<file path="config.mk">
export PLATFORM = sky130hd
export DESIGN_NAME = pipe_stage_reg_flat
export DESIGN_NICKNAME = d
export VERILOG_FILES = /design/src/rtl/pipe_stage_reg_if.sv /design/src/rtl/pipe_stage_reg.sv /design/src/flat_wrapper.sv
export SDC_FILE = /design/constraint.sdc
export NUM_CORES = 1
export LEC_CHECK = 0
export CAP_MARGIN = 5
export CORE_ASPECT_RATIO = 0.75
export CORE_UTILIZATION = 40
export CTS_CLUSTER_DIAMETER = 200
export DETAILED_ROUTE_END_ITERATION = 12
export PLACE_DENSITY = 0.77
export SETUP_SLACK_MARGIN = 0.5
export SLEW_MARGIN = 20
export SYNTH_ARGS = -nofsm -noshare
export SYNTH_HDL_FRONTEND = slang
export SYNTH_SLANG_ARGS = --single-unit
</file>
<file path="constraint.sdc">
create_clock -name clk -period 10.3 [get_ports clk]
set_clock_uncertainty 0.15 [all_clocks]
set_input_delay 1.545 -clock clk [delete_from_list [all_inputs] [get_ports clk]]
set_output_delay 1.545 -clock clk [all_outputs]
set_load 0.02 [all_outputs]
</file>
<file path="src/rtl/pipe_stage_reg_if.sv">
// Handshake bundle for pipe_stage_reg: upstream (in_*) and downstream (out_*) sides.
//   master : environment side, drives in_valid/in_data/out_ready
//   slave  : the stage, drives in_ready/out_valid/out_data
interface pipe_stage_reg_if #(
  parameter int unsigned WIDTH = 96
);
  logic             in_valid;
  logic             in_ready;
  logic [WIDTH-1:0] in_data;
  logic             out_valid;
  logic             out_ready;
  logic [WIDTH-1:0] out_data;

  modport master (
    output in_valid, in_data, out_ready,
    input  in_ready, out_valid, out_data
  );

  modport slave (
    input  in_valid, in_data, out_ready,
    output in_ready, out_valid, out_data
  );
endinterface

</file>
<file path="src/rtl/pipe_stage_reg.sv">
// Elastic pipeline stage register with valid/ready handshake, synchronous
// flush and a saturating stall counter.
// Build option: PIPE_SKID_EN defined -> 2-entry skid build with registered
// in_ready; undefined -> single-entry build with combinational in_ready.
// Ports:
//   clk       rising-edge clock
//   rst       asynchronous active-high reset
//   flush     synchronous clear of all held entries (bubble injection)
//   bus       pipe_stage_reg_if.slave (in_valid/in_ready/in_data,
//             out_valid/out_ready/out_data)
//   stall_cnt cycles with out_valid=1 and out_ready=0, saturating
module pipe_stage_reg #(
  parameter int unsigned      WIDTH  = 96,
  parameter logic [WIDTH-1:0] BUBBLE = {WIDTH{1'b0}},
  parameter int unsigned      CNT_W  = 16
) (
  input  logic             clk,
  input  logic             rst,
  input  logic             flush,
  pipe_stage_reg_if.slave  bus,
  output logic [CNT_W-1:0] stall_cnt
);

  logic             accept;
  logic             xfer;
  logic             main_vld;
  logic [WIDTH-1:0] main_q;
  logic [CNT_W-1:0] stall_q;

  assign accept = bus.in_valid && bus.in_ready;
  assign xfer   = main_vld && bus.out_ready;

  // Output mux keeps out_data at BUBBLE whenever no live payload is held.
  assign bus.out_valid = main_vld;
  assign bus.out_data  = main_vld ? main_q : BUBBLE;

`ifdef PIPE_SKID_EN

  typedef enum logic [1:0] {
    ST_EMPTY = 2'd0,
    ST_ONE   = 2'd1,
    ST_TWO   = 2'd2
  } state_e;

  state_e           state_q;
  state_e           state_d;
  logic             in_ready_q;
  logic [WIDTH-1:0] skid_q;
  logic             main_ld;
  logic             main_from_skid;
  logic             skid_ld;

  // State register; in_ready is precomputed from the next state so it is a flop.
  always_ff @(posedge clk or posedge rst) begin
    if (rst) begin
      state_q    <= ST_EMPTY;
      in_ready_q <= 1'b1;
    end else begin
      state_q    <= state_d;
      in_ready_q <= (state_d != ST_TWO);
    end
  end

  // Next-state and data-load decode.
  always_comb begin
    state_d        = state_q;
    main_ld        = 1'b0;
    main_from_skid = 1'b0;
    skid_ld        = 1'b0;
    if (flush) begin
      state_d = ST_EMPTY;
    end else begin
      case (state_q)
        ST_EMPTY: begin
          if (accept) begin
            state_d = ST_ONE;
            main_ld = 1'b1;
          end
        end
        ST_ONE: begin
          if (accept && !xfer) begin
            state_d = ST_TWO;
            skid_ld = 1'b1;
          end else if (!accept && xfer) begin
            state_d = ST_EMPTY;
          end else if (accept && xfer) begin
            main_ld = 1'b1;
          end
        end
        ST_TWO: begin
          if (xfer) begin
            state_d        = ST_ONE;
            main_from_skid = 1'b1;
          end
        end
        default: state_d = ST_EMPTY;
      endcase
    end
  end

  // Payload registers carry no reset; validity lives in the state.
  always_ff @(posedge clk) begin
    if (main_ld) begin
      main_q <= bus.in_data;
    end else if (main_from_skid) begin
      main_q <= skid_q;
    end
    if (skid_ld) begin
      skid_q <= bus.in_data;
    end
  end

  assign bus.in_ready = in_ready_q;
  assign main_vld     = (state_q != ST_EMPTY);

`else

  logic vld_q;
  logic vld_d;
  logic main_ld;

  always_ff @(posedge clk or posedge rst) begin
    if (rst) begin
      vld_q <= 1'b0;
    end else begin
      vld_q <= vld_d;
    end
  end

  // Valid-bit update; flush wins and drops any same-cycle accept.
  always_comb begin
    vld_d   = vld_q;
    main_ld = 1'b0;
    if (flush) begin
      vld_d = 1'b0;
    end else if (accept) begin
      vld_d   = 1'b1;
      main_ld = 1'b1;
    end else if (xfer) begin
      vld_d = 1'b0;
    end
  end

  always_ff @(posedge clk) begin
    if (main_ld) begin
      main_q <= bus.in_data;
    end
  end

  // Accept when empty or when the held payload leaves this same cycle.
  assign bus.in_ready = !vld_q || bus.out_ready;
  assign main_vld     = vld_q;

`endif

  // Saturating stall counter; only rst clears it.
  always_ff @(posedge clk or posedge rst) begin
    if (rst) begin
      stall_q <= '0;
    end else if (main_vld && !bus.out_ready && (stall_q != {CNT_W{1'b1}})) begin
      stall_q <= stall_q + CNT_W'(1);
    end
  end

  assign stall_cnt = stall_q;

endmodule

</file>
<file path="src/flat_wrapper.sv">
// flat-port wrapper written by rule: the top's interface ports become plain ports
module pipe_stage_reg_flat 
#(
  parameter int unsigned      WIDTH  = 96,
  parameter logic [WIDTH-1:0] BUBBLE = {WIDTH{1'b0}},
  parameter int unsigned      CNT_W  = 16
)
  (clk, rst, flush, stall_cnt, bus_in_valid, bus_in_data, bus_out_ready, bus_in_ready, bus_out_valid, bus_out_data);
  pipe_stage_reg_if #(.WIDTH(WIDTH)) bus_i ();
  input  logic clk;
  input  logic rst;
  input  logic flush;
  output logic [CNT_W-1:0] stall_cnt;
  input wire logic [$bits(bus_i.in_valid)-1:0] bus_in_valid;
  input wire logic [$bits(bus_i.in_data)-1:0] bus_in_data;
  input wire logic [$bits(bus_i.out_ready)-1:0] bus_out_ready;
  output wire logic [$bits(bus_i.in_ready)-1:0] bus_in_ready;
  output wire logic [$bits(bus_i.out_valid)-1:0] bus_out_valid;
  output wire logic [$bits(bus_i.out_data)-1:0] bus_out_data;
  assign bus_i.in_valid = bus_in_valid;
  assign bus_i.in_data = bus_in_data;
  assign bus_i.out_ready = bus_out_ready;
  assign bus_in_ready = bus_i.in_ready;
  assign bus_out_valid = bus_i.out_valid;
  assign bus_out_data = bus_i.out_data;
  pipe_stage_reg #(.WIDTH(WIDTH), .BUBBLE(BUBBLE), .CNT_W(CNT_W)) u_core (.clk(clk), .rst(rst), .flush(flush), .bus(bus_i), .stall_cnt(stall_cnt));
endmodule
</file>
Word level (Yosys, flattened, before mapping)
Index checks and enable logic that the tools add are counted.
{"block": "word_totals", "register_bits": 113, "out_inout_bits": 114, "wordCells": 19, "inputBits": 101}
{"block": "op_classes", "n_eq_ne": 1, "n_addsub": 1, "muxes": 6, "n_reduce_logical": 8}
{"op": "$mux 96", "n": 1}
{"op": "$add 16x1->16 const B", "n": 1}
{"op": "$ne 16x16->1 const B", "n": 1}
{"op": "$mux 1", "n": 5}
{"op": "$logic_and 1x1->1", "n": 4}
{"op": "$reduce_bool 3->1", "n": 1}
{"op": "$logic_not 1->1", "n": 2}
{"op": "$logic_or 1x1->1", "n": 1}

Longest topological paths before layout
{"block": "logic_depth", "word_depth": 5, "mapped_depth": 6, "mapped_depth_nobuf": 5}

Least setup slack after synthesis
No wires, ideal clock.
{"block": "synth_path", "kind": "input port to flip-flop", "start": "input bus_out_ready", "end": "register u_core.main_q[0], enable pin", "path_buffers": 0, "path_slack_ns": 0.697, "arrival_time_ns": 8.763, "required_ns": 9.460, "path_stages": 2, "setup_time_ns": 0.690, "path_cell_list": "and2b_2 > nor3b_1"}
{"block": "synth_via", "elab_chain_cells": 4}
{"item": "start: declaration", "line": "flat_wrapper.sv:16", "text": "input wire logic [$bits(bus_i.out_ready)-1:0] bus_out_ready;"}
{"item": "$logic_or 1x1->1", "line": "pipe_stage_reg.sv:151", "text": "assign bus.in_ready = !vld_q || bus.out_ready;"}
{"item": "$logic_and 1x1->1", "line": "pipe_stage_reg.sv:30", "text": "assign accept = bus.in_valid && bus.in_ready;"}
{"item": "$mux 1", "line": "pipe_stage_reg.sv:136", "text": "end else if (accept) begin"}
{"item": "$mux 1", "line": "pipe_stage_reg.sv:134", "text": "if (flush) begin"}
{"item": "net u_core.main_ld", "line": "pipe_stage_reg.sv:120", "text": "logic main_ld;"}
{"item": "end signal: assignment", "line": "pipe_stage_reg.sv:146", "text": "main_q <= bus.in_data;"}
{"item": "end: declaration", "line": "pipe_stage_reg.sv:27", "text": "logic [WIDTH-1:0] main_q;"}
The timed path passes the listed nets, and every way through them passes these cells.
A chain may end at the register's enable or synchronous reset.

Final worst setup path
{"block": "layout_path", "start": "input bus_out_ready", "end": "output bus_in_ready"}
{"block": "layout_via", "elab_chain_cells": 1}
{"item": "$logic_or 1x1->1", "line": "pipe_stage_reg.sv:151"}
{"item": "end: declaration", "line": "flat_wrapper.sv:17", "text": "output wire logic [$bits(bus_i.in_ready)-1:0] bus_in_ready;"}
Every way passes these cells.

==> impl.org <==
** Critical path
- Reg-to-reg startpoint :: u_core.bus.out_valid
- The setup check on the worst reg-to-reg path leaves a slack of 7.76 ns.
- Crit Reg-Reg Endpoint :: u_core.main_q[46]
- Endpoint arrival time on the critical path :: 3.01 ns
- Data required time at the worst endpoint :: 8.61 ns
- Kind of launch point of the worst setup path :: primary input
- The worst setup path is captured at an output pin.
- The worst setup path is of the primary input to output pin kind.
- Along the worst path, the maximum fanout reaches 4.
- Measured in cells, the most critical reg-to-reg path has a length of 4.
- Tracing the worst setup path back leads to its startpoint at bus_out_ready.

** Global route
- Met3 Usage GRT :: 8.87%
- Entering global routing, the biggest net connects 99 pins.
- The number of antenna violations at the first check in global routing came to 0.
- Most heavily used metal layer in global routing :: met2
- Met2 usage :: 31.8%
- Met1 usage :: 21.6%
- Overflow left after global routing :: 0
- Wire length of the first global-routing pass :: 15,900 µm
- Number of global-route vias before repair :: 3,062
- Across every metal layer, demand over resource in global routing totals 19.1%.

** Clock tree
- Quantity of hold-fixing buffers added after cts :: 0
- Clock tree synthesis inserted a total of 17 buffers.
- Clock tree synthesis found a total of 113 sinks.
- The root buffer cell chosen for the clock tree is sky130_fd_sc_hd__clkbuf_16.
- After clock tree synthesis, the clock-pin slew on the worst setup and hold paths is 0.05 ns.
- The number of setup buffers added after CTS is 0.
- Clk buf depth :: 2
- CTS tree :: yes
- Number of gates given a new drive strength after cts :: 0
- In this run the number of H-tree levels came out at 4.
- At the later pin of the worst-skew pair, clock insertion delay measures 0.40 ns.

** STA
- Timing would allow up to 212 MHz.
- Setup violations remaining at the end of the flow were counted as 0.
- Final Hold Violating Endpoints :: 0
- Final-layout worst hold slack :: 0.360 ns
- The total count of max-transition violations in the final report came to 0.
- Setup slack closes at 5.59 ns.
- At the pin with the least slew margin, the transition time is 0.911 ns.
- Post-layout minimum cycle time :: 4.71 ns
- Measured against its own limit, the worst slew margin works out to 39.2%.
- Setup tns final :: 0 ns
- Portion of the clock cycle consumed by the worst path in the final layout :: 45.7%
- Setup repair after global routing missed its margin :: false

** Final layout
- Fill cell total of the finished layout :: 740
- Syn-to-layout area delta :: 65.7%
- Number of nets in the finished design :: 606
- Once layout is complete, the utilization of the core stands at 69.1%.
- Fraction of final layout cells with drive strength greater than 1 :: 7.16%
- Diodes inserted :: 0

** Hold path
- The min-delay analysis places its worst path in the category flop to flop.
- Terminating pin of the worst hold path :: u_core.stall_cnt[15]
- Hold Crit Start :: u_core.stall_cnt[15]
- Hold Path Cell Cnt :: 1

** Route
- Vias per std cell :: 4.55
- For this run, design rule violations remaining after detail routing come to 0.
- Summed over all layers, the routed wires come to 10,500 µm.
- Length of the first detailed-routing pass in iterations :: 4
- Antenna violation net count after detailed routing :: 0
- Violation count after the first detailed-route iteration :: 154
- Routed length per instance :: 16.0 µm
- Vias post-DR :: 2,973

** Die
- X dimension of the die :: 123 µm
- Vertical die dimension :: 92.4 µm
- Top-level port count :: 215
- Die area :: 11,300 µm²
- The core region is 10,500 µm².
- Once the floorplan was initialized, standard cells occupied 41.7% of the core.
- Placement Rows :: 32

** Pwr
- Across the VDD grid, the largest voltage drop is 0.115 mV.
- For this design the static power due to leakage is 0.00267 µW.
- Total power per unit cell area :: 177 nW/µm²

** Outcome
- The flow ran to the end, and the final reports show no timing, DRC or antenna violations.

** Synth
- Sequential elements use 75.9% of the synthesized area.
- In the post-synthesis netlist, the biggest area contributors are sky130_fd_sc_hd__edfxtp_1, sky130_fd_sc_hd__and2_1, sky130_fd_sc_hd__dfrtp_1.
- Mean cell area of the mapped netlist :: 15.6 µm²
- After synthesis, the most frequently instantiated cells are sky130_fd_sc_hd__and2_1, sky130_fd_sc_hd__edfxtp_1, sky130_fd_sc_hd__dfrtp_1.
- Async set or reset register ratio after synthesis :: 15.0%
- When the netlist entered floorplanning its net count stood at 382.
- Count of unique library cells instantiated by Yosys :: 24
- Number of flip-flops and latches in the synthesized netlist :: 113
- In this run the biggest area consumer among cell types represents 66.1% of the synthesized area.
- For this run, the number of Yosys warnings is 0.
- For this run, the leading register cell type out of synthesis is sky130_fd_sc_hd__edfxtp_1.
- Area of the mapped netlist :: 4360 µm²
- The largest total area in the synthesized netlist belongs to sky130_fd_sc_hd__edfxtp_1.
- Number of instances in the synthesized netlist :: 280
- Number of flops mapped to enable cells by yosys :: 96

** Place
- Summed over all nets, the half-perimeter wirelength after detailed placement is 6920 µm.
- Port Buffer Count :: 214
- At the end of routability-driven placement, the weighted congestion stood at 0.781.
- Placement-stage worst setup slack :: 5.61 ns

** Flow run
- The tool flagged a number of max-cap violations equal to 0.
worst max path at each step:
stage,end,depth (start not counted)
3_5_place_dp,bus_in_ready,4
5_1_grt,bus_in_ready,4
3_3_place_gp,bus_in_ready,4
4_1_cts,bus_in_ready,4
6_report,bus_in_ready,4
2_1_floorplan,u_core.main_q[0],2
per-layer routing:
metal	wire length, µm	up-vias
met5	0	-
met4	78	0
met3	1030	7
met2	5050	139
met1	4330	1399
li1	-	1428
critical path, cell delays in order:
cell and delay [ns]:
sky130_fd_sc_hd__clkdlybuf4s50_1 0.45, sky130_fd_sc_hd__and2b_2 0.25, sky130_fd_sc_hd__inv_1 0.13, sky130_fd_sc_hd__clkdlybuf4s50_1 0.64
final cells by class:
| cell class | instances | area [µm²] | share of cell area (%) |
|---|---|---|---|
| Sequential cell | 113 | 3310 | 45.8 |
| Timing Repair Buffer | 216 | 2160 | 29.9 |
| Multi-Input combinational cell | 153 | 997 | 13.8 |
| Clock buffer | 22 | 464 | 6.43 |
| Tap cell | 136 | 170 | 2.36 |
| Clock inverter | 10 | 111 | 1.54 |
| Inverter | 3 | 11.3 | 0.156 |
state kept, by name, summed over array words and instances, names as in the netlist:
| signal | flops |
|---|---|
| u_core.stall_cnt | 16 |
| u_core.main_q | 96 |
| u_core.bus.out_valid | 1 |
cell families after synthesis:
family	count (synthesis)	share of synthesized area (%)
XOR/XNOR	14	2.81
AND/OR/NAND/NOR	135	18.4
multiplexers	2	0.602
adder cells (fa/ha/maj)	1	0.287
buffers and inverters	14	1.38
flip-flops	113	75.9
AO/OA/AOI/OAI	1	0.631
power breakdown:
group          internal, µW  switching [µW]  total, µW
Clock                   367             196        563
Sequential              528            16.5        544
Combinational          95.1            78.7        174
Total                   990             291       1280
stage by stage:
stage / area (µm²) / power (µW) / instances
after global placement: 6650 / 724 / 621
after detailed placement: 6650 / 728 / 621
final: 7220 / 1280 / 653
after global routing: 7220 / 1330 / 653
after CTS: 7220 / 1290 / 653
after floorplan: 4360 / 626 / 280
layout by cell type, fill, tap and decap left out, types with 2 or more instances in the layout:
cell type	n
sky130_fd_sc_hd__clkdlybuf4s50_1	214
sky130_fd_sc_hd__and2_1	96
sky130_fd_sc_hd__edfxtp_1	96
sky130_fd_sc_hd__clkbuf_16	17
sky130_fd_sc_hd__dfrtp_1	16
sky130_fd_sc_hd__xor2_1	13
sky130_fd_sc_hd__nand2_1	7
sky130_fd_sc_hd__nor2_1	7
sky130_fd_sc_hd__nand3_1	5
sky130_fd_sc_hd__nor3_1	5
sky130_fd_sc_hd__nand4_1	4
sky130_fd_sc_hd__nor4_1	4
sky130_fd_sc_hd__clkinv_2	4
sky130_fd_sc_hd__inv_1	3
sky130_fd_sc_hd__clkbuf_1	3
sky130_fd_sc_hd__clkinvlp_4	3
sky130_fd_sc_hd__and3_1	2
sky130_fd_sc_hd__clkbuf_8	2
sky130_fd_sc_hd__bufinv_16	2
(Power assumes the default switching activity.)
==> patch 1, RTL diff (same settings) <==
Build with the macro `PIPE_SKID_EN` defined.
--- a/src/rtl/pipe_stage_reg.sv
+++ b/src/rtl/pipe_stage_reg.sv
@@ -9,6 +9,8 @@
 //   bus       pipe_stage_reg_if.slave (in_valid/in_ready/in_data,
 //             out_valid/out_ready/out_data)
 //   stall_cnt cycles with out_valid=1 and out_ready=0, saturating
+`define PIPE_SKID_EN
+
 module pipe_stage_reg #(
   parameter int unsigned      WIDTH  = 96,
   parameter logic [WIDTH-1:0] BUBBLE = {WIDTH{1'b0}},
Function: changed (a bounded check fails within 4 cycles, from zero or initial values and one cycle with rst high).
==> patch 1 against the unedited design <==
  * Sequential cell count up 98
  * Core utilization down 14 points
  * Maximum frequency up 7.5%
  * Largest cell class unchanged
  * Critical path depth unchanged
  * Power up 58%
  * Final cell count up 56%
  * Via count up 63%
  * Synthesized area up 99%
  * Design area up 63%
  * Setup slack better by 0.33 ns
  * Highest routed layer unchanged
  * Routed wire length up 69%
==> patch 1: results (changes against the unedited design) <==
The TritonCTS buffer count was 22 (+5). The met3 usage came out at 3.91% (-5.0 points). Overall fraction of global-route tracks in use: 15.3% (-3.8 points). The number of synthesized flops with an enable pin was 192 (+100%); the number of DRC markers in iteration 0 was 269 (+75%).

By area the synthesized netlist is led by sky130_fd_sc_hd__edfxtp_1 (66%), sky130_fd_sc_hd__mux2_2 (8.8%), sky130_fd_sc_hd__and2_1 (6.9%), sky130_fd_sc_hd__dfrtp_1 (5.2%), sky130_fd_sc_hd__mux2_4 (5.0%). The count of input and output buffers was 214 (unchanged); the global-route wire length before repair was 26200 um (+65%). The share of layout cells above drive strength 1 is 19.2% (+12 points). Final net count: 820 (+35%).

Synthesized netlist cell count: 501 (+79%). Sorting the synthesized cells by how often they occur yields sky130_fd_sc_hd__edfxtp_1 (192), sky130_fd_sc_hd__and2_1 (96), sky130_fd_sc_hd__mux2_2 (68). The classification of the worst-slack hold path was reg -> reg.

The area fraction in compound gates after synthesis was 0.504% (-0.13 points); the worst path arrival time was 2.69 ns (-0.32 ns). The worst-case clock buffer depth is 3 (+1), and the register area share after synthesis is 71.9% (-4.0 points). The met1 track demand over resource in global routing was 21.1% (-0.54 points); the worst ir drop on vdd was 0.000108 V (-6.1%). The tools report the maximum number of pins on one net before global-route repair as 98 (-1.0%).

The largest stage delay on the critical path is 0.62 ns (-0.02 ns). The number of global-route vias before repair is 4859 (+59%), and the Yosys warning count is 0 (unchanged). The tools report the number of cells after detailed placement as 982 (+58%). The logs give 37 (+54%) for the number of library cell types mapped by synthesis and 23.6% (-8.2 points) for the met2 track utilization from global routing.

The number of iterations in the first detailed-routing pass was 5 (+1); the post-synthesis xor/xnor area fraction was 1.41% (-1.4 points). The placed wire-length estimate after detailed placement was 11600 um (+68%); the initial antenna violation count was 1 (+1). After clock tree synthesis, the clock-pin slew on the worst setup and hold paths is 0.06 ns. The tools report the count of H-tree levels built during CTS as 1 (-3). The synthesized netlist net count is 603 (+58%), and the via count is 4849 (+63%). The async set or reset register ratio after synthesis is 9.00% (-6.0 points), and the highest fanout seen on the critical path is 97 (+93).

The adder and majority gate portion of the synthesized area works out to 0.144% (-0.14 points). The multiplexer fraction of the synthesized cell area was 13.9% (+13 points). For the final weighted congestion in routability-driven placement, the log shows 0.856 (+9.6%). The setup slack at placement was 5.63 ns (+0.0196 ns); the number of setup buffers added after CTS was 0 (unchanged). The flow ran to the end, and the final reports show no timing, DRC or antenna violations. The sum of routed wire length over all layers was 17700 um (+69%). The average wire per cell in the routed design is 17.4 um (+8.2%), and the worst slew slack as a fraction of its limit is 33.7% (-5.6 points). For the latest clock arrival within the worst-skew pair, the log shows 0.49 ns (+0.09 ns). The static leakage is 0.00416 uW (+56%), and the cts-stage hold buffer count is 0 (unchanged).
==> patch 1: changes by cell type after synthesis, moves of 3 or more <==
cell                       delta
sky130_fd_sc_hd__mux2_4      +28
sky130_fd_sc_hd__xor2_1       -5
sky130_fd_sc_hd__mux2_2      +67
sky130_fd_sc_hd__buf_6        +5
sky130_fd_sc_hd__edfxtp_1    +96
sky130_fd_sc_hd__nor4_2       +3
sky130_fd_sc_hd__o21a_1       +3
sky130_fd_sc_hd__xnor2_1      +5
sky130_fd_sc_hd__nand2_1      +3
sky130_fd_sc_hd__buf_2        +7
==> patch 1: critical path, delay by kind of cell, from the launching register on <==
family / cells / cell delay, ns
buffers and inverters: 2 / 1.21
DFF: 1 / 0.50
and+or+nand+nor: 2 / 0.44
==> patch 1: final timing paths <==
kind	startpoint	to	slack (ns)	cells past startpoint
max in group asynchronous	rst	u_core.stall_cnt[12]$_DFFE_PP0P_	8.18	2
setup reg to reg	u_core.bus.in_ready$_DFF_PP1_	u_core.main_q[19]$_DFFE_PP_	7.17	5
hold reg to reg	u_core.stall_cnt[14]$_DFFE_PP0P_	u_core.stall_cnt[14]$_DFFE_PP0P_	0.36	1
setup / recovery	u_core.state_q[1]$_DFF_PP0_	bus_out_data[22]	5.92	4
hold / removal	u_core.stall_cnt[14]$_DFFE_PP0P_	u_core.stall_cnt[14]$_DFFE_PP0P_	0.36	1
min in group asynchronous	rst	u_core.stall_cnt[8]$_DFFE_PP0P_	1.34	2
==> patch 1: cell families after synthesis <==
group           Yosys count
buf+inv                  28
fa+ha+maj                 1
simple gates            143
mux                      98
flops                   211
xor+xnor                 14
compound gates            6
==> patch 1: per-layer routing <==
layer | vias to the layer above | part of all wire [%]
li1 | 2285 | -
met5 | - | 0
met1 | 2347 | 45
met3 | 30 | 7.4
met4 | 0 | 2.7
met2 | 187 | 45
==> patch 1: through the flow <==
stage | utilization [%] | total power, uW | instance area (um2)
finish | 55.3 | 2020 | 11800
global route | 55.3 | 2090 | 11800
CTS | 55.3 | 2040 | 11700
detailed placement | 52.2 | 1300 | 11100
global placement | 52.2 | 1290 | 11100
floorplan | - | 1160 | 8690
==> patch 1: where the power goes <==
| part | leakage (uW) | switching [uW] | internal, uW |
|---|---|---|---|
| registers | 0.00201 | 20.2 | 977 |
| logic | 0.00183 | 136 | 145 |
| clock network | 0.000323 | 310 | 430 |
| total | 0.00416 | 466 | 1550 |
==> patch 1: layout make-up <==
type / instances / area, um2
Clock buffer: 27 / 591
Multi-Input combinational cell: 262 / 2300
Fill cell: 1679 / 9490
Tap cell: 288 / 360
Inverter: 3 / 13.8
Sequential cell: 211 / 6240
Clock inverter: 9 / 72.6
Timing Repair Buffer: 218 / 2170
Antenna cell: 1 / 2.50
==> patch 2, RTL diff (same flow settings) <==
Made on the original files. Register the output `stall_cnt` once more, cleared by the reset; this adds one clock of latency there. The other outputs are not delayed to match. Comments in the files are not updated.
--- a/src/rtl/pipe_stage_reg.sv
+++ b/src/rtl/pipe_stage_reg.sv
@@ -162,7 +162,13 @@
     end
   end
 
-  assign stall_cnt = stall_q;
+  always_ff @(posedge clk or posedge rst) begin
+    if (rst) begin
+      stall_cnt <= '0;
+    end else begin
+      stall_cnt <= stall_q;
+    end
+  end
 
 endmodule
 
Check against the original RTL: not equivalent (Yosys sat finds a counterexample within 4 cycles, from zero or initial values and one cycle with rst high).
==> patch 2 against the unedited design <==
  * Design area is 7.2% higher
  * Routed wire length is 3.9% higher
  * Setup slack worse by 0.0032 ns
  * Synthesized area is 11% higher
  * Global-route usage is 1.0 points lower
  * Sequential cell count is 16 higher
  * Power is 7.3% higher
  * Critical path type unchanged
  * First-iteration DRC count is 37% higher
==> patch 2: results (changes against the unedited design) <==
The flow ran to the end, and the final reports show no timing, DRC or antenna violations. By count the netlist is led by sky130_fd_sc_hd__and2_1 (97), sky130_fd_sc_hd__edfxtp_1 (96), sky130_fd_sc_hd__dfrtp_1 (33). The highest metal layer carrying signal wires in the routed design is met4. The run gives 40.4% (+1.2 points) as the worst slew slack as a fraction of its limit. Maximum number of pins on one net before global-route repair: 99 (unchanged). The run gives 16800 um (+5.2%) as the global-route wire length before repair. For the synthesized netlist net count, the log shows 399 (+4.5%). The worst-case clock buffer depth was 2 (unchanged); the cts-stage hold buffer count was 0 (unchanged).

The number of inserted filler cells in the final layout is 824 (+11%), and the final weighted congestion in routability-driven placement is 0.826 (+5.7%). The async set or reset register ratio after synthesis is 25.6% (+11 points), and the static leakage is 0.00297 uW (+11%). Among all flip-flop cells after synthesis, the most frequent one is sky130_fd_sc_hd__edfxtp_1. The share of layout cells above drive strength 1 is 8.79% (+1.6 points). The tightest min-delay check is of the reg -> reg type. Met1 wire length: 4270 um (-1.2%). The number of setup buffers added after CTS was 0 (unchanged).

The count of input and output buffers is 214 (unchanged), and the count of antenna diodes in the layout is 0 (unchanged). The via count normalized by instance count came out at 4.52 (-0.80%). Sorting the synthesized cells by area gives the leading types as sky130_fd_sc_hd__edfxtp_1 (60%), sky130_fd_sc_hd__dfrtp_1 (17%), sky130_fd_sc_hd__and2_1 (13%), sky130_fd_sc_hd__xor2_1 (2.2%), sky130_fd_sc_hd__nand4_4 (0.88%). The placed cell area was 7170 um2 (+7.8%); the number of synthesized flops with an enable pin was 96 (unchanged). The run gives 18.1% (-1.0 points) as the overall fraction of global-route tracks in use. The tree is rooted in a sky130_fd_sc_hd__clkbuf_16. The synthesized netlist cell count is 297 (+6.1%).

The tools report the final net count as 624 (+3.0%). The run gives 4 (unchanged) as the number of iterations in the first detailed-routing pass. The initial antenna violation count was 0 (unchanged); the highest fanout seen on the critical path was 8 (+4). The logs give 3233 (+5.6%) for the number of global-route vias before repair and 0.40 ns (about the same) for the latest clock arrival within the worst-skew pair.

For the setup slack at placement, the log shows 5.59 ns (-0.0118 ns). The logs give 7490 um (+8.1%) for the placed wire-length estimate after detailed placement and 10900 um (+3.9%) for the sum of routed wire length over all layers. The run gives 0 (unchanged) as the quantity of gates resized following cts. For the met3 layer wire length in the routed design, the log shows 1110 um (+8.0%).

The number of library cell types mapped by synthesis was 29 (+21%); the number of cells after detailed placement was 665 (+7.1%). The tools report the register area share after synthesis as 76.6% (+0.76 points). Worst path arrival time: 3.02 ns (about the same).

The via count was 3148 (+5.9%); the number of DRC markers in iteration 0 was 211 (+37%). The worst ir drop on vdd was 0.000140 V (+21%). Met2 layer wire length in the routed design: 5300 um (+5.0%).
-- patch 2: where the power goes --
part	total (uW)	switching, uW	leakage [uW]	internal, uW
clock network	565	211	0.000286	355
logic	177	79.4	0.00135	97.5
registers	632	31.7	0.00134	600
-- patch 2: final timing paths --
path	from	end	slack (ns)	cells past startpoint
worst max-delay path	bus_out_ready	bus_in_ready	5.59	4
worst min-delay path	u_core.stall_q[15]$_DFFE_PP0P_	u_core.stall_cnt[15]$_DFF_PP0_	0.28	0
worst max register to register	u_core.bus.out_valid$_DFFE_PP0P_	u_core.main_q[48]$_DFFE_PP_	7.23	4
worst min register to register	u_core.stall_q[15]$_DFFE_PP0P_	u_core.stall_cnt[15]$_DFF_PP0_	0.28	0
max in group asynchronous	rst	u_core.bus.out_valid$_DFFE_PP0P_	8.30	3
min in group asynchronous	rst	u_core.stall_cnt[12]$_DFF_PP0_	1.38	3
-- patch 2: final cells by class --
class / count / area, um2 / share of cell area [%]
tap: 162 / 203 / 2.62
sequential: 129 / 3710 / 47.9
clock inverter: 7 / 45.0 / 0.582
multi-input combinational: 155 / 1080 / 14.0
clock buffer: 25 / 527 / 6.80
timing repair buffer: 217 / 2160 / 28.0
inverter: 2 / 7.51 / 0.0970
-- patch 2: cell families after synthesis --
group,share of synthesized area [%]
simple gates,18.7
xor+xnor,2.17
fa+ha+maj,0.258
mux,0.310
flops,76.6
buf+inv,1.09
compound gates,0.879
-- patch 2: per-stage QoR --
stage / hold WS (ns) / util [%] / power (uW)
6_report: 0.276 / 66.2 / 1370
5_1_grt: 0.287 / 66.2 / 1430
4_1_cts: 0.274 / 66.2 / 1390
3_5_place_dp: 0.260 / 61.3 / 818
3_3_place_gp: 0.264 / 61.3 / 814
2_1_floorplan: 0.240 / - / 714
-- patch 2: layer usage --
layer,track usage [%],up-vias
li1,-,1498
met1,20.5,1481
met2,29.1,150
met3,8.20,19
met4,8.60,0
met5,0,-
-- patch 2: worst max-delay path: stages --
cell and delay [ns]:
sky130_fd_sc_hd__clkdlybuf4s50_1 0.44, sky130_fd_sc_hd__and2b_1 0.28, sky130_fd_sc_hd__inv_1 0.13, sky130_fd_sc_hd__clkdlybuf4s50_1 0.61
